`src/rtl/tank_motion.sv`:
```
// tank_motion: per-frame tank heading/position controller.
// A synchronised frame strobe starts a four-state update (IDLE, ROTATE, MOVE, LIMIT).
// Positions are unsigned Q10.6. All visible outputs refresh together on the LIMIT cycle.
// Optional macro TANK_WRAP_EN: LIMIT wraps the position around the allowed range
// instead of clamping it to the range edge.
module tank_motion #(
    parameter int X_START    = 320,
    parameter int Y_START    = 240,
    parameter int HEAD_START = 0,
    parameter int SPEED      = 2,
    parameter int ROT_DIV    = 4,
    parameter int X_MIN      = 8,
    parameter int X_MAX      = 631,
    parameter int Y_MIN      = 8,
    parameter int Y_MAX      = 471
) (
    input  logic       Clk,
    input  logic       Reset_n,
    input  logic       frame_clk,
    input  logic       rot_left,
    input  logic       rot_right,
    input  logic       fwd,
    input  logic       back,
    output logic [9:0] TankX,
    output logic [9:0] TankY,
    output logic [7:0] sin_out,
    output logic [7:0] cos_out,
    output logic [4:0] heading,
    output logic       busy,
    output logic       frame_done
);

    typedef enum logic [1:0] {S_IDLE, S_ROTATE, S_MOVE, S_LIMIT} state_t;

    localparam logic [3:0] RCNT_LAST = 4'(ROT_DIV - 1);
    localparam logic [4:0] SPEED_S   = 5'(SPEED);

    state_t      state_q, state_d;
    logic [2:0]  sync_q, sync_d;
    logic [3:0]  keys_q, keys_d;        // {rot_left, rot_right, fwd, back}
    logic [3:0]  rcnt_q, rcnt_d;
    logic [4:0]  head_q, head_d;
    logic [15:0] pos_x_q, pos_x_d, pos_y_q, pos_y_d;
    logic [17:0] sum_x_q, sum_x_d, sum_y_q, sum_y_d;
    logic [9:0]  tank_x_q, tank_x_d, tank_y_q, tank_y_d;
    logic [7:0]  sin_q, sin_d, cos_q, cos_d;
    logic [4:0]  heading_q, heading_d;
    logic        busy_q, busy_d, done_q, done_d;
    logic        tick;
    logic signed [12:0] dx, dy;
    logic [15:0] lim_x, lim_y;

    // First-quadrant magnitude of round(64*sin(m*11.25 deg)), m = 0..8.
    function automatic logic [7:0] quarter_mag(input logic [3:0] m);
        case (m)
            4'd0:    quarter_mag = 8'd0;
            4'd1:    quarter_mag = 8'd12;
            4'd2:    quarter_mag = 8'd24;
            4'd3:    quarter_mag = 8'd36;
            4'd4:    quarter_mag = 8'd45;
            4'd5:    quarter_mag = 8'd53;
            4'd6:    quarter_mag = 8'd59;
            4'd7:    quarter_mag = 8'd63;
            default: quarter_mag = 8'd64;
        endcase
    endfunction

    // Full 32-entry signed sine folded from the quarter table.
    function automatic logic [7:0] sin_tab(input logic [4:0] k);
        logic [3:0] m;
        logic [7:0] mag;
        m   = k[3] ? (4'd8 - {1'b0, k[2:0]}) : {1'b0, k[2:0]};
        mag = quarter_mag(m);
        sin_tab = k[4] ? (8'd0 - mag) : mag;
    endfunction

    // Bring an 18-bit signed sum back into [mn, mx] integer pixels.
    function automatic logic [15:0] limit_axis(input logic [17:0] s, input int mn, input int mx);
        logic signed [11:0] ip;
        logic signed [11:0] mn_s;
        logic signed [11:0] mx_s;
        ip   = s[17:6];
        mn_s = 12'(mn);
        mx_s = 12'(mx);
`ifdef TANK_WRAP_EN
        if (ip < mn_s)
            limit_axis = 16'(s + 18'((mx - mn + 1) << 6));
        else if (ip > mx_s)
            limit_axis = 16'(s - 18'((mx - mn + 1) << 6));
        else
            limit_axis = s[15:0];
`else
        if (ip < mn_s)
            limit_axis = {10'(mn), 6'b0};
        else if (ip > mx_s)
            limit_axis = {10'(mx), 6'b0};
        else
            limit_axis = s[15:0];
`endif
    endfunction

    assign tick  = sync_q[1] & ~sync_q[2];
    assign lim_x = limit_axis(sum_x_q, X_MIN, X_MAX);
    assign lim_y = limit_axis(sum_y_q, Y_MIN, Y_MAX);

    // Per-frame displacement along the current heading, Q.6 units.
    always_comb begin
        dx = 13'($signed(sin_tab(head_q + 5'd8))) * 13'($signed(SPEED_S));
        dy = 13'($signed(sin_tab(head_q))) * 13'($signed(SPEED_S));
    end

    // Next-state logic for the synchroniser, update FSM and output registers.
    always_comb begin
        sync_d    = {sync_q[1:0], frame_clk};
        state_d   = state_q;
        keys_d    = keys_q;
        rcnt_d    = rcnt_q;
        head_d    = head_q;
        pos_x_d   = pos_x_q;
        pos_y_d   = pos_y_q;
        sum_x_d   = sum_x_q;
        sum_y_d   = sum_y_q;
        tank_x_d  = tank_x_q;
        tank_y_d  = tank_y_q;
        sin_d     = sin_q;
        cos_d     = cos_q;
        heading_d = heading_q;
        done_d    = 1'b0;
        case (state_q)
            S_IDLE: begin
                if (tick) begin
                    keys_d  = {rot_left, rot_right, fwd, back};
                    state_d = S_ROTATE;
                end
            end
            S_ROTATE: begin
                if (keys_q[3] ^ keys_q[2]) begin
                    if (rcnt_q == 4'd0)
                        head_d = keys_q[2] ? (head_q + 5'd1) : (head_q - 5'd1);
                    rcnt_d = (rcnt_q >= RCNT_LAST) ? 4'd0 : (rcnt_q + 4'd1);
                end else begin
                    rcnt_d = 4'd0;
                end
                state_d = S_MOVE;
            end
            S_MOVE: begin
                sum_x_d = {2'b00, pos_x_q};
                sum_y_d = {2'b00, pos_y_q};
                if (keys_q[1] & ~keys_q[0]) begin
                    sum_x_d = 18'($signed({2'b00, pos_x_q}) + 18'(dx));
                    sum_y_d = 18'($signed({2'b00, pos_y_q}) + 18'(dy));
                end else if (~keys_q[1] & keys_q[0]) begin
                    sum_x_d = 18'($signed({2'b00, pos_x_q}) - 18'(dx));
                    sum_y_d = 18'($signed({2'b00, pos_y_q}) - 18'(dy));
                end
                state_d = S_LIMIT;
            end
            S_LIMIT: begin
                pos_x_d   = lim_x;
                pos_y_d   = lim_y;
                tank_x_d  = lim_x[15:6];
                tank_y_d  = lim_y[15:6];
                sin_d     = sin_tab(head_q);
                cos_d     = sin_tab(head_q + 5'd8);
                heading_d = head_q;
                done_d    = 1'b1;
                state_d   = S_IDLE;
            end
            default: state_d = S_IDLE;
        endcase
        busy_d = (state_d != S_IDLE);
    end

    // State and output registers; reset discards any partial update.
    always_ff @(posedge Clk or negedge Reset_n) begin
        if (!Reset_n) begin
            state_q   <= S_IDLE;
            sync_q    <= 3'b000;
            keys_q    <= 4'b0000;
            rcnt_q    <= 4'd0;
            head_q    <= 5'(HEAD_START);
            pos_x_q   <= {10'(X_START), 6'b0};
            pos_y_q   <= {10'(Y_START), 6'b0};
            sum_x_q   <= 18'd0;
            sum_y_q   <= 18'd0;
            tank_x_q  <= 10'(X_START);
            tank_y_q  <= 10'(Y_START);
            sin_q     <= sin_tab(5'(HEAD_START));
            cos_q     <= sin_tab(5'(HEAD_START + 8));
            heading_q <= 5'(HEAD_START);
            busy_q    <= 1'b0;
            done_q    <= 1'b0;
        end else begin
            state_q   <= state_d;
            sync_q    <= sync_d;
            keys_q    <= keys_d;
            rcnt_q    <= rcnt_d;
            head_q    <= head_d;
            pos_x_q   <= pos_x_d;
            pos_y_q   <= pos_y_d;
            sum_x_q   <= sum_x_d;
            sum_y_q   <= sum_y_d;
            tank_x_q  <= tank_x_d;
            tank_y_q  <= tank_y_d;
            sin_q     <= sin_d;
            cos_q     <= cos_d;
            heading_q <= heading_d;
            busy_q    <= busy_d;
            done_q    <= done_d;
        end
    end

    assign TankX      = tank_x_q;
    assign TankY      = tank_y_q;
    assign sin_out    = sin_q;
    assign cos_out    = cos_q;
    assign heading    = heading_q;
    assign busy       = busy_q;
    assign frame_done = done_q;

endmodule
```
`config.mk`:
```
export PLATFORM = sky130hd
export DESIGN_NAME = tank_motion
export DESIGN_NICKNAME = d
export VERILOG_FILES = /design/src/rtl/tank_motion.sv
export SDC_FILE = /design/constraint.sdc
export NUM_CORES = 1
export LEC_CHECK = 0
export CORE_UTILIZATION = 55
export DETAILED_ROUTE_END_ITERATION = 8
export PLACE_DENSITY_LB_ADDON = 0.12
export SYNTH_ARGS = -nofsm -noshare
export SYNTH_HDL_FRONTEND = slang
export SYNTH_SLANG_ARGS = --single-unit
```
`constraint.sdc`:
```
create_clock -name Clk -period 4.9 [get_ports Clk]
set_input_delay 0.735 -clock Clk [delete_from_list [all_inputs] [get_ports Clk]]
set_output_delay 0.735 -clock Clk [all_outputs]
set_load 0.05 [all_outputs]
```
==> flow_metrics.env <==
export IMPL_status="completed"
export IMPL_fin_nets=1111
export IMPL_synth_ff_type="dfrtp_1"
export IMPL_path_cells="inv_1, ha_1, mux2i_1, inv_1, ha_1, nor2_1, xnor2_1, nor2_1, a21oi_1, inv_1, ha_1, o21ai_0, o21ai_0, a211oi_1, o31ai_1, a211oi_1, xor2_1, nand2_1, a41oi_1"
export IMPL_max_slew_worst_pin_slew_ns=0.9338
export IMPL_drt_total_wl_um=20660
export IMPL_cp_arrival_ns=4.84
export IMPL_grtUsageMet3_pct=3.205
export IMPL_final_cell_mix="118 x nor2_1, 98 x dfrtp_1, 83 x ha_1"
export IMPL_slowest_stage="dfrtp_1"
export IMPL_max_cap_violations=0
export IMPL_clockRootBuffer="clkbuf_16"
export IMPL_area_growth_pct=8.874
export IMPL_synth_xor_area_share_pct=3.784
export IMPL_ys_warn_count=0
export IMPL_finalHoldViolCount=0
export IMPL_seq_area_frac_synth_pct=30.90
export IMPL_cts_buffer_depth=2
export IMPL_synth_compound_area_share_pct=21.60
export IMPL_dp_final_hpwl_um=14760
export IMPL_worstPathRequired_ns=5.17
export IMPL_fill_cells=1354
export IMPL_cts_tree="done"
export IMPL_synth_edff_count=0
export IMPL_fin_area_um2=9288
export IMPL_grt_pass1_vias=6993
export IMPL_die_w_um=126.5
export IMPL_numPortBuffers=49
export IMPL_vias=7257
export IMPL_die_area_um2=16010
export IMPL_multi_input_area_um2=5192
export IMPL_cts_num_sinks=105
export IMPL_rows=45
export IMPL_h_tree_depth=3
export IMPL_criticalPathCategory="reg -> reg"
export IMPL_maxSlewViolCount=0
export IMPL_layout_min_cycle_time_ns=4.564
export IMPL_critPathLaunchType="flop"
export IMPL_final_cells=1207
export IMPL_skew_ns=0.01027
export IMPL_postCtsHoldBufs=0
export IMPL_pre_cts_ws_ns=0.3203
export IMPL_synth_mux_area_share_pct=5.808
export IMPL_cts_buffers=9
export IMPL_fmax_mhz=219.1
export IMPL_slew_headroom_pct=37.30
export IMPL_die_h_um=126.5
export IMPL_syn_inst=1007
export IMPL_clk_pin_slew_ns=0.08
export IMPL_cp_max_fo=9
export IMPL_drcViolationCount=0
export IMPL_via_per_inst=6.012
export IMPL_syn_nets=1104
export IMPL_busiest_layer="met2"
export IMPL_antennaDiodeCount=0
export IMPL_hold_depth=0
export IMPL_met2_usage_pct=44.52
export IMPL_grt_overflow=0
export IMPL_drt_iter0_drc=527
export IMPL_cts_setup_buffers=0
export IMPL_wl_per_cell_um=17.12
export IMPL_final_setup_viol_count=0
export IMPL_slowest_delay_ns=0.50
export IMPL_tns_ns=0
export IMPL_gr_usage_all_layers_pct=27.27
export IMPL_clk_latency_ns=0.36
export IMPL_synthSimpleGateAreaFrac_pct=15.83
export IMPL_io_pins=50
export IMPL_grtUsageMet1_pct=38.04
export IMPL_cts_resized_gates=0
export IMPL_rsz0062_at_grt="no"
export IMPL_endpoint_kind="flop"
export IMPL_async_reset_ff_share_pct=100.0
export IMPL_drt_first_pass_iters=5
export IMPL_drive_above_1_share_pct=10.40
export IMPL_postSynthAreaPerCell_um2=8.471
export IMPL_synth_top_family_by_area="compound AO/OA/AOI/OAI gates"
export IMPL_antenna_found_initial=0
export IMPL_final_common_cell="nor2_1"
export IMPL_routabilityCongestion=0.8866
export IMPL_coreArea_um2=15150
export IMPL_finalCritPeriodShare_pct=93.14
export IMPL_synthAdderAreaFrac_pct=13.64
export IMPL_hp_class="reg -> reg"
export IMPL_r2r_cells=19
export IMPL_place_area_um2=8994
export IMPL_seq_area_um2=2636
export IMPL_layout_setup_ws_ns=0.3361
export IMPL_synth_seq_cells=105
export IMPL_placedCellCount=1191
export IMPL_grt_pass1_wl_um=34710
export IMPL_yosysUniqueCellTypes=86
export IMPL_start_util_pct=56.32
export IMPL_synth_area_um2=8531
export IMPL_grt_max_degree=63
export IMPL_detail_route_antenna_nets=0
## Yosys cell counts, types with 23 or more instances
| master | instances | area share, % |
|---|---|---|
| dfrtp_1 | 98 | 29 |
| nor3_1 | 24 | 1.4 |
| o21ai_0 | 56 | 3.3 |
| o22ai_1 | 24 | 1.8 |
| nor2_1 | 118 | 5.2 |
| clkbuf_1 | 36 | 1.6 |
| xnor2_1 | 23 | 2.4 |
| a21oi_1 | 81 | 4.8 |
| nand2_1 | 70 | 3.1 |
| ha_1 | 85 | 12 |
| mux2_2 | 36 | 4.8 |
| inv_1 | 81 | 3.6 |
## final cells by class
cell class,count,area share [%]
tap,188,2.533
sequential,105,28.38
clock buffer,10,2.465
inverter,83,3.354
clock inverter,6,0.5658
timing repair buffer,68,6.790
multi-input combinational,747,55.91
## registers in the layout, summed over array words and instances, names as in the netlist
signal      flops
state_q         2
frame_done      1
pos_x_q        15
sin_out         8
heading         5
head_q          5
sum_y_q        17
pos_y_q        15
sync_q          3
rcnt_q          4
keys_q          4
busy            1
sum_x_q        17
cos_out         8
## metal layers
metal	up-vias	share of wire [%]
met5	-	0
met4	0	1.6
met3	26	3.7
met2	158	46
met1	3517	49
li1	3556	-
## kinds of logic (layout without fill, tap and decap cells)
| group | Yosys count | after routing |
|---|---|---|
| adder cells (fa/ha/maj) | 90 | 90 |
| flip-flops | 105 | 105 |
| multiplexers | 45 | 45 |
| XOR/XNOR | 36 | 36 |
| buffers and inverters | 155 | 167 |
| AO/OA/AOI/OAI | 282 | 282 |
| AND/OR/NAND/NOR | 294 | 294 |
## worst paths after layout
check	startpoint	to	slack, ns
setup / recovery	head_q[1]	sum_x_q[14]	0.34
hold reg to reg	sync_q[0]	sync_q[1]	0.35
max in group asynchronous	Reset_n	cos_out[6]	3.37
setup reg to reg	head_q[1]	sum_x_q[14]	0.34
min in group asynchronous	Reset_n	pos_x_q[13]	0.48
hold / removal	sync_q[0]	sync_q[1]	0.35
## worst max-delay path, delay by kind of cell (launching register included)
family	cells	cell delay [ns]
and+or+nand+nor	3	0.26
DFF	1	0.50
AOI/OAI and AO/OA	7	1.96
adders and majority gates	3	0.95
xor gates and xnor gates	2	0.32
buffers and inverters	3	0.30
muxes	1	0.18
## stage by stage
stage          utilization [%]  hold slack, ns
3_5_place_dp             59.38          0.3373
2_1_floorplan                -          0.3312
4_1_cts                  61.24          0.3548
3_3_place_gp             59.38          0.3343
6_report                 61.32          0.3521
5_1_grt                  61.32          0.3688
Power is not shown: default switching activity piles up to over one toggle a cycle in this logic, so the estimate is an artifact.
